--- src/rtl/elevator_pkg.sv ---
// Shared encodings for the elevator floor display: travel direction and the
// active-low seven-segment glyphs, ordered {g,f,e,d,c,b,a}.
package elevator_pkg;

  typedef enum logic [1:0] {
    DIR_IDLE  = 2'b00,
    DIR_UP    = 2'b01,
    DIR_DOWN  = 2'b10,
    DIR_FAULT = 2'b11
  } dir_e;

  localparam logic [6:0] SEG_BLANK     = 7'b1111111;
  localparam logic [6:0] SEG_0         = 7'b1000000;
  localparam logic [6:0] SEG_1         = 7'b1111001;
  localparam logic [6:0] SEG_2         = 7'b0100100;
  localparam logic [6:0] SEG_3         = 7'b0110000;
  localparam logic [6:0] SEG_4         = 7'b0011001;
  localparam logic [6:0] SEG_5         = 7'b0010010;
  localparam logic [6:0] SEG_6         = 7'b0000010;
  localparam logic [6:0] SEG_7         = 7'b1111000;
  localparam logic [6:0] SEG_8         = 7'b0000000;
  localparam logic [6:0] SEG_9         = 7'b0010000;

  // Direction arrows: idle is a bar, up is the top cap, down the bottom cup.
  localparam logic [6:0] SEG_DIR_IDLE  = 7'b0111111;
  localparam logic [6:0] SEG_DIR_UP    = 7'b1011100;
  localparam logic [6:0] SEG_DIR_DOWN  = 7'b1100011;
  localparam logic [6:0] SEG_DIR_FAULT = 7'b0000000;
  localparam logic [6:0] SEG_DOOR_O    = 7'b1000000;

  function automatic logic [3:0] floorUnits(input logic [3:0] f);
    return (f >= 4'd10) ? (f - 4'd10) : f;
  endfunction

endpackage

--- src/rtl/seg7_decoder.sv ---
// Combinational decimal-digit to active-low seven-segment decoder.
// Values above 9 never reach it from the floor path and show blank.
module seg7_decoder
  import elevator_pkg::*;
(
  input  logic [3:0] i_value,
  output logic [6:0] o_segN
);

  always_comb begin
    o_segN = SEG_BLANK;
    case (i_value)
      4'd0: o_segN = SEG_0;
      4'd1: o_segN = SEG_1;
      4'd2: o_segN = SEG_2;
      4'd3: o_segN = SEG_3;
      4'd4: o_segN = SEG_4;
      4'd5: o_segN = SEG_5;
      4'd6: o_segN = SEG_6;
      4'd7: o_segN = SEG_7;
      4'd8: o_segN = SEG_8;
      4'd9: o_segN = SEG_9;
      default: o_segN = SEG_BLANK;
    endcase
  end

endmodule

--- src/rtl/floor_display_driver.sv ---
// Multiplexed four-digit elevator display: floor units, tens '1', direction
// arrow and blinking door lamp, with frame-aligned shadow updates.
module floor_display_driver #(
  parameter int CLK_DIV      = 1000,
  parameter int BLINK_FRAMES = 64
) (
  input  logic       clk,
  input  logic       rst_n,
  input  logic       upd_valid,
  output logic       upd_ready,
  input  logic [3:0] floor,
  input  logic [1:0] dir,
  input  logic       door_open,
  output logic [3:0] an_n,
  output logic [6:0] seg_n,
  output logic       dp_n
);

  import elevator_pkg::*;

  localparam int CNT_W = $clog2(CLK_DIV);
  localparam int BLK_W = (BLINK_FRAMES > 1) ? $clog2(BLINK_FRAMES) : 1;

  logic [CNT_W-1:0] r_tickCnt;
  logic [1:0]       r_digitIdx;
  logic [BLK_W-1:0] r_blinkCnt;
  logic             r_blinkPhase;
  logic [3:0]       r_floor;
  dir_e             r_dir;
  logic             r_door;
  logic [3:0]       r_anN;
  logic [6:0]       r_segN;
  logic             r_dpN;

  logic             w_tick;
  logic             w_frameEnd;
  logic             w_xfer;
  logic [3:0]       w_unitsVal;
  logic [6:0]       w_unitsSeg;
  logic [6:0]       w_digitSeg;

  assign w_tick     = (r_tickCnt == CNT_W'(CLK_DIV - 1));
  assign w_frameEnd = w_tick && (r_digitIdx == 2'd3);
  assign upd_ready  = w_frameEnd && rst_n;
  assign w_xfer     = upd_valid && upd_ready;

  always_ff @(posedge clk) begin
    if (!rst_n) begin
      r_tickCnt  <= '0;
      r_digitIdx <= '0;
    end else begin
      r_tickCnt  <= w_tick ? '0 : r_tickCnt + 1'b1;
      if (w_tick)
        r_digitIdx <= r_digitIdx + 2'd1;
    end
  end

  // Shadow data and blink phase change only on a frame end, so a frame never mixes them.
  always_ff @(posedge clk) begin
    if (!rst_n) begin
      r_blinkCnt   <= '0;
      r_blinkPhase <= 1'b0;
      r_floor      <= '0;
      r_dir        <= DIR_IDLE;
      r_door       <= 1'b0;
    end else begin
      if (w_frameEnd) begin
        if (r_blinkCnt == BLK_W'(BLINK_FRAMES - 1)) begin
          r_blinkCnt   <= '0;
          r_blinkPhase <= ~r_blinkPhase;
        end else begin
          r_blinkCnt <= r_blinkCnt + 1'b1;
        end
      end
      if (w_xfer) begin
        r_floor <= floor;
        r_dir   <= dir_e'(dir);
        r_door  <= door_open;
      end
    end
  end

  assign w_unitsVal = floorUnits(r_floor);

  seg7_decoder u_seg7Decoder (
    .i_value (w_unitsVal),
    .o_segN  (w_unitsSeg)
  );

  always_comb begin
    w_digitSeg = SEG_BLANK;
    case (r_digitIdx)
      2'd0: w_digitSeg = w_unitsSeg;
      2'd1: w_digitSeg = (r_floor >= 4'd10) ? SEG_1 : SEG_BLANK;
      2'd2: begin
        case (r_dir)
          DIR_IDLE:  w_digitSeg = SEG_DIR_IDLE;
          DIR_UP:    w_digitSeg = SEG_DIR_UP;
          DIR_DOWN:  w_digitSeg = SEG_DIR_DOWN;
          DIR_FAULT: w_digitSeg = SEG_DIR_FAULT;
          default:   w_digitSeg = SEG_BLANK;
        endcase
      end
      2'd3: w_digitSeg = (r_door && r_blinkPhase) ? SEG_DOOR_O : SEG_BLANK;
      default: w_digitSeg = SEG_BLANK;
    endcase
  end

  // The tick cycle blanks all anodes for one clock before the next digit lights.
  always_ff @(posedge clk) begin
    if (!rst_n) begin
      r_anN  <= 4'b1111;
      r_segN <= SEG_BLANK;
      r_dpN  <= 1'b1;
    end else if (w_tick) begin
      r_anN  <= 4'b1111;
      r_segN <= SEG_BLANK;
      r_dpN  <= 1'b1;
    end else begin
      r_anN  <= ~(4'b0001 << r_digitIdx);
      r_segN <= w_digitSeg;
      r_dpN  <= ~((r_digitIdx == 2'd0) && r_blinkPhase);
    end
  end

  assign an_n  = r_anN;
  assign seg_n = r_segN;
  assign dp_n  = r_dpN;

endmodule
--- config.mk ---
export PLATFORM = sky130hd
export DESIGN_NAME = floor_display_driver
export DESIGN_NICKNAME = d
export VERILOG_FILES = /design/src/rtl/elevator_pkg.sv /design/src/rtl/seg7_decoder.sv /design/src/rtl/floor_display_driver.sv
export SDC_FILE = /design/constraint.sdc
export NUM_CORES = 1
export LEC_CHECK = 0
export CAP_MARGIN = 20
export CORE_MARGIN = 3
export CORE_UTILIZATION = 55
export DETAILED_ROUTE_END_ITERATION = 7
export PLACE_DENSITY_LB_ADDON = 0.2
export SYNTH_ARGS = -nofsm -noshare
export SYNTH_HDL_FRONTEND = slang
export SYNTH_SLANG_ARGS = --single-unit
--- constraint.sdc ---
create_clock -name clk -period 3.01 [get_ports clk]
set_input_delay 0.4515 -clock clk [delete_from_list [all_inputs] [get_ports clk]]
set_output_delay 0.4515 -clock clk [all_outputs]
set_load 0.005 [all_outputs]
==> impl_table.tex <==
\begin{tabular}{lr}
\hline
Metric & Value \\
\hline
\multicolumn{2}{l}{\textbf{Logic synthesis}} \\
Syn\_nets & 256 \\
Flops \& latches, synth & 38 \\
Count of yosys warnings during synthesis & 0 \\
Cell taking the most area after synthesis & sky130\_fd\_sc\_hd\_\_dfxtp\_1 \\
Async S/R FF share, synth & 0\% \\
Netlist area before placement & 1930 sq um \\
Complex-gate fraction of the synthesized area & 16.3\% \\
Share of the synthesized netlist area taken by xor and xnor gates & 5.43\% \\
EDFF count, synth & 0 \\
Post-synthesis instance total & 232 \\
Post-Synth Simple-Gate Area & 23.9\% \\
Portion of synthesized cell area occupied by the leading cell type & 39.3\% \\
Combinational family with the most area after synthesis & simple AND/OR/NAND/NOR gates \\
Area contributors post-synth & sky130\_fd\_sc\_hd\_\_dfxtp\_1 (39\%), sky130\_fd\_sc\_hd\_\_ha\_1 (9.1\%), sky130\_fd\_sc\_hd\_\_nand2\_1 (5.0\%) \\
Proportion of synthesized chip area in sequential cells & 39.3\% \\
Unique masters post-synth & 35 \\
Fraction of synthesized area in multiplexers & 1.03\% \\
Synth Area per Inst & 8.34 sq um \\
Adder and majority cell fraction of the synthesized area & 9.06\% \\
Flip-flop cell with the highest count after synthesis & sky130\_fd\_sc\_hd\_\_dfxtp\_1 \\
\multicolumn{2}{l}{\textbf{Clock tree}} \\
Sinks on Clock Net & 38 \\
Number of cells upsized or downsized after cts & 0 \\
Number of buffers added for setup after CTS & 0 \\
CTS tree & yes \\
Worst-Skew Late Latency & 0.36 ns \\
CTS hold repair buffers & 0 \\
Clock buffers created by TritonCTS & 5 \\
Clock slew at reported path FFs & 0.12 ns \\
H-tree level count & 2 \\
Number of buffers on the longest clock path & 2 \\
Clock root cell & sky130\_fd\_sc\_hd\_\_clkbuf\_4 \\
\multicolumn{2}{l}{\textbf{Global routing}} \\
Most congested layer reported by global routing & met2 \\
M1 GR Usage & 26.7\% \\
First-pass GRT wire length & 6470 microns \\
Total gr overflow & 0 \\
Met3 capacity usage during global routing & 5.13\% \\
Pin count of the biggest net entering global routing & 19 \\
Met2 capacity usage during global routing & 29.6\% \\
Total Routing Usage GR & 19.4\% \\
Vias in the first global route & 1448 \\
Number of antenna violations at the first check in global routing & 0 \\
\multicolumn{2}{l}{\textbf{Run}} \\
\# Max-Cap Violations & 0 \\
\multicolumn{2}{l}{\textbf{Finish}} \\
Area of all placed cells without fillers & 2290 sq um \\
Area taken by flip-flops and latches & 761 sq um \\
Antenna diode count & 0 \\
NumNets Final & 274 \\
Total area of multi-input combinational cells & 1080 sq um \\
Area growth from synthesis to layout & 18.2\% \\
Layout cell share with drive strength beyond 1 & 5.98\% \\
FILL cells & 290 \\
\multicolumn{2}{l}{\textbf{Power and ir drop}} \\
Leakage power & 0.834 nW \\
Power Dens Cells & 435 nW/um\^{}2 \\
Worst IR drop on VDD & 330 uV \\
\multicolumn{2}{l}{\textbf{Setup path}} \\
CP max FO & 7 \\
Required time at the endpoint of the critical path & 2.56 ns \\
Type of element capturing the critical path & output pin \\
CP Launch Type & flip-flop \\
Depth of the worst register-to-register path & 6 \\
Arr. time, crit path & 2.26 ns \\
Path type of the worst setup path & flip-flop to output pin \\
\multicolumn{2}{l}{\textbf{Timing}} \\
Final setup skew & 0.0131 ns \\
Crit share post-route & 89.9\% \\
Worst slew margin relative to its limit & 66.7\% \\
Clock period minus final worst setup slack & 2.71 ns \\
Post-route worst hold slack & 0.437 ns \\
Setup slack after layout & 0.303 ns \\
Final number of max-transition violations & 0 \\
Setup repair after global routing missed its margin & false \\
Setup TNS & 0 ns \\
Worst-margin pin slew & 0.487 ns \\
Total of endpoints with negative setup slack in the final report & 0 \\
Highest achievable clock rate & 0.369 GHz \\
Number of hold violations in the final report & 0 \\
\multicolumn{2}{l}{\textbf{Placed design}} \\
Final weighted congestion of routability-driven global placement & 0.884 \\
Place WS & 0.686 ns \\
Placed cell area & 2180 sq um \\
Input/output buffers & 22 \\
Final HPWL from detailed placement & 2740 microns \\
\multicolumn{2}{l}{\textbf{Drt}} \\
Residual DRC & 0 \\
Per-cell routed wire length & 12.8 microns \\
Antenna viol nets, final & 0 \\
Via density per instance & 5.55 \\
Sum of routed wire length over all layers & 3770 microns \\
Number of violations reported at the end of detailed-routing iteration 0 & 74 \\
Pre-antenna DRT Iters & 5 \\
Total number of vias & 1636 \\
\multicolumn{2}{l}{\textbf{Floorplanning}} \\
Floorplan die width & 65.3 microns \\
Total core area & 3200 sq um \\
Overall die height & 65.3 microns \\
Die area & 4260 sq um \\
Number of ports placed on the die boundary & 23 \\
Initial core utilization & 60.4\% \\
Number of standard-cell rows in the floorplan & 20 \\
\multicolumn{2}{l}{\textbf{Hold path}} \\
WHS Path Cells & 1 \\
Kind of path behind the tightest hold check & flip-flop to flip-flop \\
\multicolumn{2}{l}{\textbf{Status}} \\
Result of the run & complete, no violations \\
\hline
\end{tabular}
==> cells in the mapped netlist (2+ instances only) <==
cell / n
sky130_fd_sc_hd__dfxtp_1: 38
sky130_fd_sc_hd__nand2_1: 26
sky130_fd_sc_hd__nor2_1: 25
sky130_fd_sc_hd__o21ai_0: 15
sky130_fd_sc_hd__ha_1: 14
sky130_fd_sc_hd__inv_1: 12
sky130_fd_sc_hd__a21oi_1: 11
sky130_fd_sc_hd__clkbuf_1: 11
sky130_fd_sc_hd__o31ai_1: 11
sky130_fd_sc_hd__xnor2_1: 9
sky130_fd_sc_hd__nand3_1: 8
sky130_fd_sc_hd__nor3_1: 7
sky130_fd_sc_hd__or3_1: 6
sky130_fd_sc_hd__nor4_1: 4
sky130_fd_sc_hd__a211oi_1: 3
sky130_fd_sc_hd__and3_1: 3
sky130_fd_sc_hd__nand2b_1: 3
sky130_fd_sc_hd__xor2_1: 3
sky130_fd_sc_hd__a2111oi_0: 2
sky130_fd_sc_hd__and2_1: 2
sky130_fd_sc_hd__mux2i_1: 2
sky130_fd_sc_hd__nand4_1: 2
sky130_fd_sc_hd__o211ai_1: 2
sky130_fd_sc_hd__or4_1: 2
==> power by group <==
part	switching, mW	internal [mW]
clock	0.180	0.260
combinational	0.0167	0.0243
sequential	0.00373	0.511
==> registers in the layout, indices dropped and copies added (netlist names) <==
signal,cells
r_dir,2
dp_n,1
r_digitIdx,2
r_door,1
r_tickCnt,10
r_blinkPhase,1
an_n,4
r_blinkCnt,6
seg_n,7
r_floor,4
==> worst paths after layout <==
check                    to           from  slack (ns)
setup / recovery  upd_ready  r_digitIdx[1]        0.30
hold / removal         dp_n   r_blinkPhase        0.44
setup reg to reg   seg_n[5]     r_floor[3]        0.65
hold reg to reg        dp_n   r_blinkPhase        0.44
==> kinds of logic (layout without fill, tap and decap cells) <==
| family | Yosys count | after routing |
|---|---|---|
| simple gates | 92 | 92 |
| xor+xnor | 12 | 12 |
| mux | 2 | 2 |
| flops | 38 | 38 |
| fa+ha+maj | 14 | 14 |
| compound gates | 49 | 49 |
| buf+inv | 25 | 44 |
==> metrics by stage <==
stage	utilization [%]	total power [mW]	cells
3_3_place_gp	68.1	0.567	287
3_5_place_dp	68.1	0.568	287
2_1_floorplan	-	0.540	232
5_1_grt	71.4	1.02	295
4_1_cts	71.4	1.00	295
6_report	71.4	0.996	295
==> worst max-delay path: stages, from the launching register on <==
cell and delay [ns]:
sky130_fd_sc_hd__dfxtp_1 0.39, sky130_fd_sc_hd__ha_1 0.24, sky130_fd_sc_hd__nand4_1 0.20, sky130_fd_sc_hd__or3_1 0.45
sky130_fd_sc_hd__nor2_1 0.12, sky130_fd_sc_hd__clkdlybuf4s50_1 0.50
==> metal layers <==
layer	vias to the layer above	wire (microns)
li1	848	-
met1	738	1900
met2	44	1600
met3	6	221
met4	0	51
met5	-	0
==> placed cells by master, fill, tap and decap left out, types with 3 or more instances in the layout <==
master,instances
sky130_fd_sc_hd__and3_1,3
sky130_fd_sc_hd__clkdlybuf4s50_1,22
sky130_fd_sc_hd__ha_1,14
sky130_fd_sc_hd__nor3_1,7
sky130_fd_sc_hd__inv_1,12
sky130_fd_sc_hd__xnor2_1,9
sky130_fd_sc_hd__nand3_1,8
sky130_fd_sc_hd__o21ai_0,15
sky130_fd_sc_hd__a21oi_1,11
sky130_fd_sc_hd__xor2_1,3
sky130_fd_sc_hd__or3_1,6
sky130_fd_sc_hd__a211oi_1,3
sky130_fd_sc_hd__dfxtp_1,38
sky130_fd_sc_hd__nand2b_1,3
sky130_fd_sc_hd__nand2_1,26
sky130_fd_sc_hd__clkbuf_4,5
sky130_fd_sc_hd__nor4_1,3
sky130_fd_sc_hd__nor2_1,25
sky130_fd_sc_hd__o31ai_1,11
==> layout make-up <==
type | count | share of cell area [%]
inverter | 12 | 1.97
tap | 44 | 2.41
clock inverter | 3 | 3.01
clock buffer | 5 | 1.64
timing repair buffer | 24 | 10.3
sequential | 38 | 33.3
multi-input combinational | 169 | 47.4
Note: power is estimated with default switching activity, not from simulation.
